<file path="config.mk">
export PLATFORM = sky130hd
export DESIGN_NAME = wb_arbiter
export DESIGN_NICKNAME = d
export VERILOG_FILES = /design/src/rtl/wb_arbiter.sv
export SDC_FILE = /design/constraint.sdc
export NUM_CORES = 1
export LEC_CHECK = 0
export BUFFER_PORTS_ARGS = -buffer_cell sky130_fd_sc_hd__buf_2
export CORE_UTILIZATION = 45
export CTS_CLUSTER_DIAMETER = 150
export DETAILED_ROUTE_END_ITERATION = 6
export GPL_TIMING_DRIVEN = 0
export PLACE_DENSITY_LB_ADDON = 0.25
export SLEW_MARGIN = 20
export SYNTH_ARGS = -nofsm -noshare
export SYNTH_HDL_FRONTEND = slang
export SYNTH_SLANG_ARGS = --single-unit
</file>
<file path="constraint.sdc">
create_clock -name clk -period 2.8 [get_ports clk]
set_input_delay 0.28 -clock clk [delete_from_list [all_inputs] [get_ports clk]]
set_output_delay 0.28 -clock clk [all_outputs]
set_load 0.02 [all_outputs]
</file>
<file path="src/rtl/wb_arbiter.sv">
// Write-back arbiter: merges single-cycle ALU results and queued load responses
// onto the register file's single write port, and tracks pending loads.
//
// Ports:
//   clk, rst                    clock, synchronous active-high reset
//   alu_valid/alu_rd/alu_data   ALU result (no backpressure, highest priority)
//   ld_valid/ld_ready           load response handshake (ready = queue not full)
//   ld_rd/ld_data/ld_funct3/ld_off  load destination, raw word, type, byte offset
//   iss_valid/iss_rd            load issue from decode (sets pending bit)
//   q1_addr/q1_busy, q2_addr/q2_busy  combinational pending-load queries
//   w_enable/wb_addr/wb_data    registered register-file write port
module wb_arbiter #(
  parameter int unsigned LQ_DEPTH = 2
) (
  input  logic        clk,
  input  logic        rst,
  input  logic        alu_valid,
  input  logic [4:0]  alu_rd,
  input  logic [31:0] alu_data,
  input  logic        ld_valid,
  output logic        ld_ready,
  input  logic [4:0]  ld_rd,
  input  logic [31:0] ld_data,
  input  logic [2:0]  ld_funct3,
  input  logic [1:0]  ld_off,
  input  logic        iss_valid,
  input  logic [4:0]  iss_rd,
  input  logic [4:0]  q1_addr,
  input  logic [4:0]  q2_addr,
  output logic        q1_busy,
  output logic        q2_busy,
  output logic        w_enable,
  output logic [4:0]  wb_addr,
  output logic [31:0] wb_data
);

  localparam int unsigned AW = (LQ_DEPTH > 1) ? $clog2(LQ_DEPTH) : 1;
  localparam int unsigned CW = AW + 1;

  logic [AW-1:0] wr_ptr_q, wr_ptr_d;
  logic [AW-1:0] rd_ptr_q, rd_ptr_d;
  logic [CW-1:0] count_q, count_d;
  logic [4:0]    lq_rd_q   [LQ_DEPTH];
  logic [31:0]   lq_data_q [LQ_DEPTH];

  logic [31:0] pend_q, pend_d;
  logic        we_d;
  logic [4:0]  addr_d, addr_q;
  logic [31:0] data_d, data_q;
  logic        we_q;

  logic        push, pop, q_empty;
  logic [4:0]  head_rd;
  logic [31:0] head_data;
  logic [31:0] shifted;
  logic [15:0] half;
  logic [31:0] ext_data;

  // Ready depends on registered occupancy only, so no path from alu_valid.
  assign ld_ready  = (count_q != CW'(LQ_DEPTH));
  assign q_empty   = (count_q == '0);
  assign push      = ld_valid && ld_ready;
  assign pop       = !alu_valid && !q_empty;
  assign head_rd   = lq_rd_q[rd_ptr_q];
  assign head_data = lq_data_q[rd_ptr_q];

  // Alignment and extension happen at enqueue so the pop path is a plain mux.
  always_comb begin
    shifted  = ld_data >> {ld_off, 3'b000};
    half     = ld_off[1] ? ld_data[31:16] : ld_data[15:0];
    ext_data = ld_data;
    case (ld_funct3)
      3'b000:  ext_data = {{24{shifted[7]}}, shifted[7:0]};
      3'b001:  ext_data = {{16{half[15]}}, half};
      3'b100:  ext_data = {24'b0, shifted[7:0]};
      3'b101:  ext_data = {16'b0, half};
      default: ext_data = ld_data;
    endcase
  end

  always_comb begin
    wr_ptr_d = wr_ptr_q;
    rd_ptr_d = rd_ptr_q;
    count_d  = count_q;
    if (push) wr_ptr_d = wr_ptr_q + AW'(1);
    if (pop)  rd_ptr_d = rd_ptr_q + AW'(1);
    case ({push, pop})
      2'b10:   count_d = count_q + CW'(1);
      2'b01:   count_d = count_q - CW'(1);
      default: count_d = count_q;
    endcase
  end

  // Output selection: ALU first, then queue head, else hold address/data.
  always_comb begin
    we_d   = 1'b0;
    addr_d = addr_q;
    data_d = data_q;
    if (alu_valid) begin
      we_d   = (alu_rd != 5'd0);
      addr_d = alu_rd;
      data_d = alu_data;
    end else if (pop) begin
      we_d   = (head_rd != 5'd0);
      addr_d = head_rd;
      data_d = head_data;
    end
  end

  // Clear applied before set so an issue to the register being popped wins.
  always_comb begin
    pend_d = pend_q;
    if (pop && head_rd != 5'd0)        pend_d[head_rd] = 1'b0;
    if (iss_valid && iss_rd != 5'd0)   pend_d[iss_rd]  = 1'b1;
    pend_d[0] = 1'b0;
  end

  assign q1_busy  = pend_q[q1_addr];
  assign q2_busy  = pend_q[q2_addr];
  assign w_enable = we_q;
  assign wb_addr  = addr_q;
  assign wb_data  = data_q;

  always_ff @(posedge clk) begin
    if (rst) begin
      wr_ptr_q <= '0;
      rd_ptr_q <= '0;
      count_q  <= '0;
      pend_q   <= '0;
      we_q     <= 1'b0;
      addr_q   <= '0;
      data_q   <= '0;
    end else begin
      wr_ptr_q <= wr_ptr_d;
      rd_ptr_q <= rd_ptr_d;
      count_q  <= count_d;
      pend_q   <= pend_d;
      we_q     <= we_d;
      addr_q   <= addr_d;
      data_q   <= data_d;
    end
  end

  // Queue storage needs no reset; validity is tracked by the pointers.
  always_ff @(posedge clk) begin
    if (push) begin
      lq_rd_q[wr_ptr_q]   <= ld_rd;
      lq_data_q[wr_ptr_q] <= ext_data;
    end
  end

endmodule

</file>
* Yosys cells after proc, flatten, opt, wreduce, memory -nomap -nowiden *
Memories as Yosys holds them, arrays and structs flattened. A register that Yosys moved wholly into a read port is not among the register bits.
Index checks and enable logic that the tools add are counted.
Widths: inputs -> output; s select.

word-level totals
  register bits = 74
  latch bits = 0
  bits in writable memories = 74
  memory bits (read-only) = 0
  output and inout port bits = 41
  logic and storage cells = 70
  memories kept = 2

cells by class
  add/subtract/negate cells = 4
  multipliers = 0
  divide/modulo/power cells = 0
  order comparisons = 6
  equality and inequality tests = 6
  shifts and indexed selects = 1
  muxes and demuxes = 25
  bitwise logic cells = 3
  reductions and logical operators = 15

memory list
  memory     words  width  rd ports  clocked after memory_dff  wr ports  line  text
  lq_data_q  2      32     1         1                         1         44    logic [31:0] lq_data_q [LQ_DEPTH];
  lq_rd_q    2      5      1         1                         1         43    logic [4:0] lq_rd_q [LQ_DEPTH];

operators with widths
  operator             number
  $mux 32              4
  $pmux 32 s4          1
  $and 32x32->32       1
  $not 32->32          1
  $or 32x32->32        1
  $shr 32x5->8         1
  $lt 5x6->1 const B   4
  $mux 16              1
  $reduce_bool 5->1    3
  $mux 1               12
  $bmux 1 s5           2
  $demux 1 s5          2
  $ge 5x1->1 const B   2
  $mux 5               2
  $eq 3x3->1 const B   2
  $logic_and 1x1->1    6
  $pmux 2 s2           1
  $reduce_bool 2->1    2
  $eq 3x1->1 const B   1
  $logic_not 3->1      1
  $add 1x1->1 const B  2
  $add 2x1->2 const B  1
  $eq 2x1->1 const B   1
  $eq 2x2->1 const B   1
  other kinds (4)      5

* Depth between registers and ports, before layout *
Gate-level depths: netlist (run 1).

  depth in word-level cells = 9
  depth in mapped cells = 6
  mapped depth without buffers = 6

* Least setup slack after synthesis (run 1) *
No wires, ideal clock.

  path kind = register to register
  from = register count_q[0]
  to = memory lq_data_q[0][0], enable pin
  setup time = 0.431 ns
  arrival time = 2.370 ns
  required time = 2.369 ns
  setup slack = -0.001 ns
  stages on the path, launching flop included = 4
  cell sequence = dfxtp_1 -> nand2b_1 -> nand2_1 -> nor2_1

on the way
  word-level cells in the longest chain between the ends = 4

ends and longest elaborated chain
  what                          line  text
  start: declaration            42    logic [CW-1:0] count_q, count_d;
  start signal: assignment      136   count_q <= count_d;
  $ne 2x2->1                    60    assign ld_ready = (count_q != CW'(LQ_DEPTH));
  named net ld_ready            21    output logic ld_ready,
  $logic_and 1x1->1             62    assign push = ld_valid && ld_ready;
  $mux 1                        146   if (push) begin
  $mux 1 (implied by the code)  148   lq_data_q[wr_ptr_q] <= ext_data;
  end: declaration              44

The timed path passes the listed nets, and every way through them passes these cells.

* Worst setup path in the final report (run 1) *
  from = register pend_q[23]
  to = output port q2_busy

on the way
  word-level cells in the longest chain between the ends = 2

ends and longest elaborated chain
  what                          line  text
  start: declaration            46    logic [31:0] pend_q, pend_d;
  start signal: assignment      137   pend_q <= pend_d;
  $bmux 1 s5                    119   assign q2_busy = pend_q[q2_addr];
  $mux 1 (implied by the code)  119
  end: declaration              31    output logic q2_busy,

Every way passes these cells. The select of a mux whose other input is x is not followed.

==> results of run 1 <==
==> power groups by stage <==
stage	Clock (mW)	Combinational (mW)	Sequential (mW)
global placement	0	2.27	2.83
finish	2.38	2.35	2.78
global route	2.49	2.56	2.81
detailed placement	0	2.34	2.83
floorplan	0	1.51	2.95
CTS	2.40	2.35	2.78
==> worst paths after layout <==
check | from | end | slack, ps | cells after the start
worst max register to register | count_q[0] | lq_data_q[0][27] | 1000 | 4
worst min register to register | pend_q[9] | pend_q[9] | 490 | 2
worst max-delay path | pend_q[23] | q2_busy | 760 | 5
worst min-delay path | ld_rd[1] | lq_rd_q[1][1] | 60 | 1
==> worst max-delay path: stages (launching register included) <==
cell	delay [ps]
dfxtp_1	320
mux4_2	460
nand2b_1	160
o2111ai_1	130
nand4_1	100
buf_2	170
==> Yosys cell counts (3+ instances only) <==
| library cell | n |
|---|---|
| a211o_1 | 37 |
| a21oi_1 | 73 |
| a221o_1 | 8 |
| a22oi_1 | 4 |
| a31oi_1 | 8 |
| buf_1 | 3 |
| buf_2 | 15 |
| buf_6 | 4 |
| clkbuf_1 | 26 |
| dfxtp_1 | 74 |
| edfxtp_1 | 74 |
| inv_1 | 12 |
| mux2_2 | 3 |
| mux2i_1 | 52 |
| mux2i_2 | 3 |
| mux4_2 | 7 |
| nand2_1 | 128 |
| nand2b_1 | 10 |
| nand3_1 | 11 |
| nand3_2 | 5 |
| nor2_1 | 55 |
| nor2b_1 | 10 |
| nor3_1 | 8 |
| o211ai_1 | 3 |
| o21ai_0 | 23 |
| o21ai_1 | 19 |
| o22a_1 | 7 |
| or3_1 | 3 |
==> cell type report <==
type	instances	area share, %
flip-flops and latches	148	42.30
multi-input cells	503	35.65
repair buffers	134	8.174
clock buffers	29	7.173
well taps	211	3.015
plain buffers	51	2.958
inverters	12	0.5144
clock inverters	3	0.2143
==> cell families after synthesis <==
family                   after synthesis  share of synthesized area (%)
multiplexers                          66                          10.79
AND/OR/NAND/NOR                      240                          15.01
flip-flops                           148                          52.01
XOR/XNOR                               4                         0.4921
buffers and inverters                 63                          4.270
adder cells (fa/ha/maj)                1                         0.1757
AO/OA/AOI/OAI                        192                          17.26
==> state kept, by name, summed over array words and instances (netlist names), named ones only <==
name	flops
pend_q	31
lq_rd_q	10
w_enable	1
lq_data_q	64
wb_data	32
rd_ptr_q	1
wb_addr	5
count_q	2
wr_ptr_q	1
==> per-layer routing <==
metal	part of all wire, %	vias to the layer above	track usage (%)	routed length [um]
met5	0	-	0	0
met4	1.8	0	8.651	340
met3	5.5	24	4.716	1018
met2	47	208	36.45	8759
met1	45	2798	32.14	8377
li1	-	2900	-	-
==> results.md, run 1 <==
| Quantity | This run |
|:---|:---|
| Worst-case hold slack | 61.45 ps |
| Critical Path RT | 2520 ps |
| Post-synthesis instance area | 7121 um2 |
| Multi-input gate area | 3122 um2 |
| Count of flip-flops with a built-in enable after synthesis | 74 |
| Status | completed |
| Num Clock Sinks | 148 |
| Most common cell after layout, fill and taps aside | buf_2 |
| Slew headroom | 54.93% |
| Core Area | 15310 um2 |
| RSZ-0062 raised after global routing | false |
| Share of the clock period used by the worst path | 72.71% |
| Top Ports | 140 |
| Final wirelength | 18.50 mm |
| Cell internal pwr | 5.097 mW |
| CP Capture Type | output pin |
| Total instance count after detailed placement | 1059 |
| Clock input transition at the sequential cells of the worst setup and hold paths | 60 ps |
| Count of standard-cell rows | 45 |
| Quantity of I/O buffers inserted on ports | 132 |
| Area of all sequential standard cells | 3704 um2 |
| HPWL after detailed placement | 13.62 mm |
| Clock Latency Late Sink | 420 ps |
| Peak fanout along the critical path | 3 |
| Tightest Pin Transition | 673.5 ps |
| Post-synthesis sequential area ratio | 52.01% |
| Y dimension of the die | 127.8 um |
| Largest cells by area after synthesis | edfxtp_1 (31%), dfxtp_1 (21%), mux2i_1 (7.3%), nand2_1 (6.7%), a21oi_1 (5.1%) |
| Die area | 16330 um2 |
| Post-Syn Area per Cell | 9.973 um2 |
| PostCTS Resize Cnt | 0 |
| Worst Hold Class | in2reg |
| Clock tree from TritonCTS | yes |
| Number of nets in the synthesized netlist | 814 |
| Number of antenna repair diodes | 0 |
| Remaining global-route overflow | 0 |
| Total negative slack | 0 ps |
| Commonest non-fill, non-tap cells in the layout | buf_2 (147), nand2_1 (128), dfxtp_1 (74), edfxtp_1 (74), a21oi_1 (73) |
| Setup crit start kind | flip-flop |
| Power density normalized to cell area | 857.8 nW/um2 |
| Final total power | 7.510 mW |
| Layout Cell Area excl Fill | 8756 um2 |
| Detail-routed via count per cell | 5.435 |
| Final core utilization | 57.17% |
| Post-route non-filler standard cell count | 1091 |
| CTS H-tree depth | 4 |
| Area growth from synthesis to layout | 22.97% |
| Post-Synthesis Cells | 714 |
| Via Count | 5930 |
| Fmax | 491.2 MHz |
| Peak supply drop | 0.0004801 V |
| Placement Setup Slack | 929.6 ps |
| Final count of pins violating max slew | 0 |
| Die width | 127.8 um |
| Detailed-routing iteration count for the pre-antenna-repair pass | 5 |
| Minimum clock period after layout | 2036 ps |
| Placed standard-cell area | 8109 um2 |
| Area share of the leading cell type in the synthesized netlist | 31.21% |
| Total count of hold-check failures in the final report | 0 |
| Clock Tree Root | clkbuf_16 |
| Fill cell count | 1371 |
| Net switching fraction of the power | 32.13% |
| Pin count of the biggest net entering global routing | 24 |
| FF+latch count, synth | 148 |
| Max capacitance violation total | 0 |
| Crit Path Class | reg2out |
| Via count of the first global-routing pass | 5356 |
| Number of nets in the final layout | 967 |
| Synth async-reset ratio | 0% |
| Count of routing violations after the opening detailed-route iteration | 501 |
| DRC violations left | 0 |
| P_sw | 2.413 mW |
| Post-CTS Hold Buffers | 0 |
| Remaining number of nets flagged by the antenna check after routing | 0 |
| Sequential share of power | 37.1% |
| Proportion of layout cells with a drive suffix above 1 | 23.98% |
| Count of endpoints failing setup in the final report | 0 |
| Global-route wire length before repair | 28.75 mm |
| Avg WL per Cell | 16.95 um |
| Maximum clock insertion buffer count | 2 |
| Worst-case setup margin in the final layout | 764.2 ps |
| Number of distinct standard cells referenced by the synthesized netlist | 48 |
| # Post-CTS Setup Buffers | 0 |
| Logic gate share of total power | 31.2% |
| Placer Congestion | 0.8871 |
| Clock tree skew after final layout | 10.72 ps |
| Leakage | 3.492 nW |
| Initial Util | 46.50% |
| Part of the total power dissipated in the clock network | 31.7% |
| Dominant synthesized flop cell | edfxtp_1 |
| Antenna violations before repair | 0 |
| Library cell with the largest summed area after synthesis | edfxtp_1 |
| Overall fraction of global-route tracks in use | 23.34% |
| Number of warnings reported in the yosys synthesis log | 0 |
| Data arrival time of the worst path | 1760 ps |
| Clock buffer count from CTS | 17 |
(Power assumes the default switching activity.)
==> run 2: changes to the inputs <==
- ABC_AREA: default -> 1
- clock period: 2.8 -> 1.8 ns (I/O delays scaled with it)
==> run 2 against run 1 <==
  * Wire length is 10% higher
  * Synthesized area is 1.2% higher
  * Worst hold slack worse by 47 ps
  * Worst setup slack worse by 640 ps
  * Clock power is 51% higher
  * Utilization is 0.68 points higher
  * Via count is 17% higher
  * Critical path depth is 4 higher
  * Non-clock buffer count is 4 higher
  * Synthesized cell count is 27% higher
  * Critical endpoint unchanged
  * Highest routed layer unchanged
==> results.md, run 2 <==
| Quantity | This run |
|:---|:---|
| Status | completed |
| Count of endpoints failing setup in the final report | 0 |
| Clock input transition at the sequential cells of the worst setup and hold paths | 60 ps |
| Post-Synth XOR/XNOR Area | 0% |
| Top cell family by delay on the critical path | simple AND/OR/NAND/NOR gates |
| Top cells by instance count after synthesis | nand2_1 (278), a21oi_1 (83), nor2_1 (81) |
| Detail-routed via count per cell | 5.360 |
| Slew headroom | 40.70% |
| Library cell with the largest summed area after synthesis | edfxtp_1 |
| Overall fraction of global-route tracks in use | 25.80% |
| Total instance count after detailed placement | 1255 |
| Dominant synthesized flop cell | edfxtp_1 |
| Die width | 128.6 um |
| Worst Hold Class | in2reg |
| Most numerous cell in the Yosys netlist | nand2_1 |
| Leakage | 3.790 nW |
| Critical-path top delay cell | dfxtp_1 |
| HPWL after detailed placement | 14.91 mm |
| Power density normalized to cell area | 1128 nW/um2 |
| Met1 Wirelength | 9.444 mm |
| Max capacitance violation total | 0 |
| Fraction of the mapped netlist area in simple logic gates | 27.39% |
| Core Area | 15430 um2 |
| Peak supply drop | 0.0007489 V |
| Setup crit start kind | flip-flop |
| Post-synthesis instance area | 7208 um2 |
| Remaining global-route overflow | 0 |
| Number of antenna repair diodes | 0 |
| Y dimension of the die | 128.6 um |
| Post-Synthesis Cells | 908 |
| Largest stage delay, worst path | 410 ps |
| Complex-gate fraction of the synthesized area | 15.19% |
| Most common cell after layout, fill and taps aside | nand2_1 |
| Clock tree from TritonCTS | yes |
| Pin count of the biggest net entering global routing | 39 |
| Via count of the first global-routing pass | 6238 |
| Worst-case hold slack | 13.98 ps |
| Total negative slack | 0 ps |
| DRC violations left | 0 |
| Minimum clock period after layout | 1678 ps |
| Clock Tree Root | clkbuf_16 |
| Met2 routed WL | 8.904 mm |
| Num Clock Sinks | 148 |
| Largest register by flop count | lq_data_q |
| Share of the clock period used by the worst path | 93.24% |
| Combinational family with the most area after synthesis | simple AND/OR/NAND/NOR gates |
| Global-route wire length before repair | 32.09 mm |
| Commonest non-fill, non-tap cells in the layout | nand2_1 (275), buf_2 (149), a21oi_1 (83) |
| Maximum clock insertion buffer count | 2 |
| Initial Util | 46.72% |
| Data arrival time of the worst path | 1500 ps |
| Final count of pins violating max slew | 0 |
| Number of buffer and inverter stages on the critical path | 1 |
| Number of nets in the synthesized netlist | 1008 |
| CTS H-tree depth | 4 |
| Die area | 16530 um2 |
| Cell chain of the critical path | nand2_1, nand3_1, nand3_1, nand2_1, nand2_1, nand2_1, nand2_1, nand2_1, buf_2 |
| Number of nets in the final layout | 1172 |
| Total count of hold-check failures in the final report | 0 |
| Count of standard-cell rows | 45 |
| CP Capture Type | output pin |
| Placer Congestion | 0.9145 |
| Tightest Pin Transition | 881.3 ps |
| Area share of the leading cell type in the synthesized netlist | 30.83% |
| Proportion of layout cells with a drive suffix above 1 | 21.57% |
| Number of distinct standard cells referenced by the synthesized netlist | 33 |
| Share of cell area taken by muxes after synthesis | 0% |
| Avg WL per Cell | 15.77 um |
| Top Ports | 140 |
| Crit Path Class | reg2out |
| Remaining number of nets flagged by the antenna check after routing | 0 |
| Top layer reached by signal wires | met4 |
| Synth async-reset ratio | 0% |
| Via Count | 6947 |
| Peak fanout along the critical path | 3 |
| RSZ-0062 raised after global routing | false |
| Post-Syn Area per Cell | 7.939 um2 |
| Antenna violations before repair | 0 |
| Clock buffer count from CTS | 17 |
| Arithmetic-cell share of the synthesized area counting full adders, half adders and majority gates | 0.1736% |
| Fmax | 595.8 MHz |
| Number of warnings reported in the yosys synthesis log | 0 |
| Flip-flop count of the largest register, all copies and words added | 64 |
| FF+latch count, synth | 148 |
| Quantity of I/O buffers inserted on ports | 136 |
| Critical Path RT | 1620 ps |
| Post-synthesis sequential area ratio | 51.38% |
| Count of routing violations after the opening detailed-route iteration | 501 |
| Met3 Wirelength | 1.698 mm |
| Area growth from synthesis to layout | 23.82% |
| Largest cells by area after synthesis | edfxtp_1 (31%), dfxtp_1 (21%), nand2_1 (14%), a21oi_1 (5.8%), nand3_1 (5.1%) |
| Clock tree skew after final layout | 4.665 ps |
| Final wirelength | 20.43 mm |
| Clock Latency Late Sink | 430 ps |
| Detailed-routing iteration count for the pre-antenna-repair pass | 5 |
| Post-route non-filler standard cell count | 1296 |
| Count of flip-flops with a built-in enable after synthesis | 74 |
| Register-to-register setup slack | 150 ps |
| Most frequent cell on the critical path | nand2_1 |
-- run 2: cell families after synthesis --
| logic type | after synthesis |
|---|---|
| and+or+nand+nor | 471 |
| adders and majority gates | 1 |
| DFF | 148 |
| buffers and inverters | 102 |
| AOI/OAI and AO/OA | 186 |
-- run 2: area by class of cell --
cell class / instances / area, um2
Inverter: 58 / 217.7
Tap cell: 211 / 264.0
Clock inverter: 12 / 156.4
Timing Repair Buffer: 145 / 795.8
Clock buffer: 20 / 446.7
Sequential cell: 148 / 3715
Fill cell: 1444 / 6502
Multi-Input combinational cell: 658 / 3119
Buffer: 44 / 210.2
-- run 2: worst register-to-register path: stages (launching register included) --
cell and delay [ps]:
dfxtp_2 380, inv_1 90, nand2_2 90, nand2_2 110, nor2_4 430, buf_16 250
-- run 2: final timing paths --
check | from | end | cells past startpoint
hold reg to reg | rd_ptr_q | flip-flop | 1
hold / removal | alu_data[8] | wb_data[8] | 3
setup / recovery | pend_q[28] | q2_busy | 9
setup reg to reg | count_q[0] | lq_data_q[0][22] | 5
-- run 2: repair_timing --
item	in CTS	in global routing
endpoints found under the hold margin	11	0
resized for setup	1	16
buffers inserted	0	1
setup endpoints to repair	77	28
pin swaps	1	1
hold buffers	6	0
-- run 2: per-stage QoR --
step	util, %	instance area (um2)	worst slack, ps	power (mW)
after floorplan	-	7228	80.94	5.653
after global placement	52.98	8173	-201.6	6.410
after detailed placement	52.98	8173	-194.8	6.437
after CTS	57.28	8837	-156.0	10.02
after global routing	57.85	8925	2.885	10.50
final	57.85	8925	121.6	10.07
-- run 2: routing by layer --
metal	track usage, %	vias up
met5	0	-
met4	9.550	0
met3	5.613	31
met2	38.89	290
met1	36.42	3212
li1	-	3414
-- run 2: report_power, final --
group          switching [mW]  internal [mW]  total [mW]
sequential              0.174           3.98        4.16
clock                    1.38           2.22        3.59
combinational            1.56          0.758        2.32
==> run 3: changes to the inputs <==
- ABC_AREA: 1 -> default
- CORE_UTILIZATION: 45 -> 50
- clock period: 1.8 -> 1.5 ns (I/O delays scaled with it)
==> run 3 against run 2 <==
  * The run now ends with negative setup slack left
  * Via count fell by 5.3%
  * Worst hold slack better by 4.6 ps
  * First-iteration DRC count fell by 15%
  * Clock-buffer cell count rose by 8
  * Final cell count is 13% lower
  * Non-clock buffer count grew 61
  * Largest cell class unchanged
  * Largest power group is now combinational cells
  * Highest routed layer unchanged
==> results.md, run 3 (synthesized netlist as in run 1, its figures left out) <==
| Quantity | This run |
|:---|:---|
| Met2 routed WL | 11.70 mm |
| Worst-case setup margin in the final layout | -408.2 ps |
| Part of the total power dissipated in the clock network | 26.3% |
| Overall fraction of global-route tracks in use | 31.14% |
| Top Ports | 140 |
| Number of antenna repair diodes | 0 |
| Maximum clock insertion buffer count | 2 |
| Total negative slack | -3593 ps |
| Proportion of layout cells with a drive suffix above 1 | 31.96% |
| Placer Congestion | 0.9430 |
| Remaining global-route overflow | 0 |
| Share of the clock period used by the worst path | 127.2% |
| Crit Path Class | reg2out |
| Final total power | 15.30 mW |
| Clock Latency Late Sink | 420 ps |
| Clock Tree Root | clkbuf_16 |
| Met1 Wirelength | 8.651 mm |
| CP Capture Type | output pin |
| CTS H-tree depth | 4 |
| Clock tree skew after final layout | 7.212 ps |
| Peak fanout along the critical path | 3 |
| Count of routing violations after the opening detailed-route iteration | 427 |
| Placement Setup Slack | -394.5 ps |
| Via count of the first global-routing pass | 6516 |
| Count of endpoints failing setup in the final report | 33 |
| Peak supply drop | 0.0008390 V |
| Slew headroom | 48.90% |
| Count of standard-cell rows | 43 |
| HPWL after detailed placement | 14.93 mm |
| Total count of hold-check failures in the final report | 0 |
| Critical Path RT | 1350 ps |
| Most common cell after layout, fill and taps aside | buf_2 |
| Num Clock Sinks | 148 |
| Detailed-routing iteration count for the pre-antenna-repair pass | 5 |
| DRC violations left | 0 |
| Net switching fraction of the power | 34.02% |
| Logic gate share of total power | 38.8% |
| RSZ-0062 raised after global routing | true |
| Leakage | 3.839 nW |
| Final core utilization | 70.57% |
| Antenna violations before repair | 0 |
| Y dimension of the die | 121.3 um |
| Power density normalized to cell area | 1562 nW/um2 |
| Detail-routed via count per cell | 5.834 |
| Post-route non-filler standard cell count | 1128 |
| Number of nets in the final layout | 1035 |
| Worst Hold Class | in2reg |
| Flip-flop count of the largest register, all copies and words added | 64 |
| Worst-case hold slack | 18.54 ps |
| Clock input transition at the sequential cells of the worst setup and hold paths | 60 ps |
| Layout Cell Area excl Fill | 9796 um2 |
| Minimum clock period after layout | 1908 ps |
| Placed standard-cell area | 8031 um2 |
| Quantity of I/O buffers inserted on ports | 132 |
| Status | finished, violations left |
| Setup crit start kind | flip-flop |
| P_sw | 5.204 mW |
| Fill cell count | 1009 |
| Data arrival time of the worst path | 1760 ps |
| Area growth from synthesis to layout | 37.57% |
| Via Count | 6581 |
| Global-route wire length before repair | 33.90 mm |
| Top layer reached by signal wires | met4 |
| Commonest non-fill, non-tap cells in the layout | buf_2 (138), nand2_1 (127), edfxtp_1 (74) |
| Remaining number of nets flagged by the antenna check after routing | 0 |
| Pin count of the biggest net entering global routing | 20 |
| Clock tree from TritonCTS | yes |
| Total instance count after detailed placement | 1026 |
| Final count of pins violating max slew | 0 |
| Sequential share of power | 34.9% |
| Max capacitance violation total | 0 |
| Clock buffer count from CTS | 17 |
| Avg WL per Cell | 20.25 um |
| Met3 Wirelength | 1.673 mm |
| Die area | 14720 um2 |
| Initial Util | 51.30% |
| Largest register by flop count | lq_data_q |
| Final wirelength | 22.84 mm |
| Die width | 121.3 um |
| Cell internal pwr | 10.09 mW |
| Fmax | 524.1 MHz |
| Violated checks | negative setup slack |
| Tightest Pin Transition | 766.6 ps |
| Core Area | 13880 um2 |
[run 3: changes by cell type in the layout (fill, tap and decap cells not counted), moves of 28 or more]
cell / change
nand2_1: -148
nand3_1: -66
mux2i_1: +50
inv_1: -40
a211o_1: +37
dlygate4sd3_1: +33
o21ai_0: -32
o211ai_1: -28
[run 3: final timing paths]
path	slack, ps	depth (start not counted)	end	from
setup / recovery	-410	5	q1_busy	pend_q[21]
hold reg to reg	480	2	pend_q[11]	pend_q[11]
hold / removal	20	3	wb_addr[3]	alu_rd[3]
setup reg to reg	-140	6	w_enable	flip-flop
[run 3: area by class of cell]
| class | count | area (um2) | share of cell area (%) |
|---|---|---|---|
| Buffer | 49 | 309.0 | 3.155 |
| Clock buffer | 28 | 506.7 | 5.173 |
| Clock inverter | 4 | 47.55 | 0.4854 |
| Inverter | 12 | 45.04 | 0.4598 |
| Multi-Input combinational cell | 506 | 3567 | 36.42 |
| Sequential cell | 148 | 3722 | 38.00 |
| Tap cell | 180 | 225.2 | 2.299 |
| Timing Repair Buffer | 201 | 1373 | 14.01 |
[run 3: power by group through the flow]
stage | clock [mW] | combinational (mW) | sequential [mW]
floorplan | 0 | 2.85 | 5.51
finish | 4.02 | 5.94 | 5.34
global route | 4.22 | 6.31 | 5.39
global placement | 0 | 4.26 | 5.29
CTS | 4.03 | 5.26 | 5.28
detailed placement | 0 | 4.34 | 5.32
[run 3: routing by layer]
metal	GRT usage [%]	vias to the layer above
met5	0	-
met4	15.35	0
met2	53.13	322
met1	36.95	3146
li1	-	3045
met3	6.767	68
[run 3: timing repair]
action	CTS	global route
buffers inserted	18	12
setup endpoints to repair	136	90
endpoints found under the hold margin	43	1
gates cloned	3	0
resized for setup	71	69
pin swaps	29	22
hold buffers	38	1
[run 3: critical path, cell delays in order (launching register included)]
cell and delay [ps]:
dfxtp_1 340, mux4_2 490, nand2b_4 160, o2111ai_2 60
nand4_1 110, buf_4 170
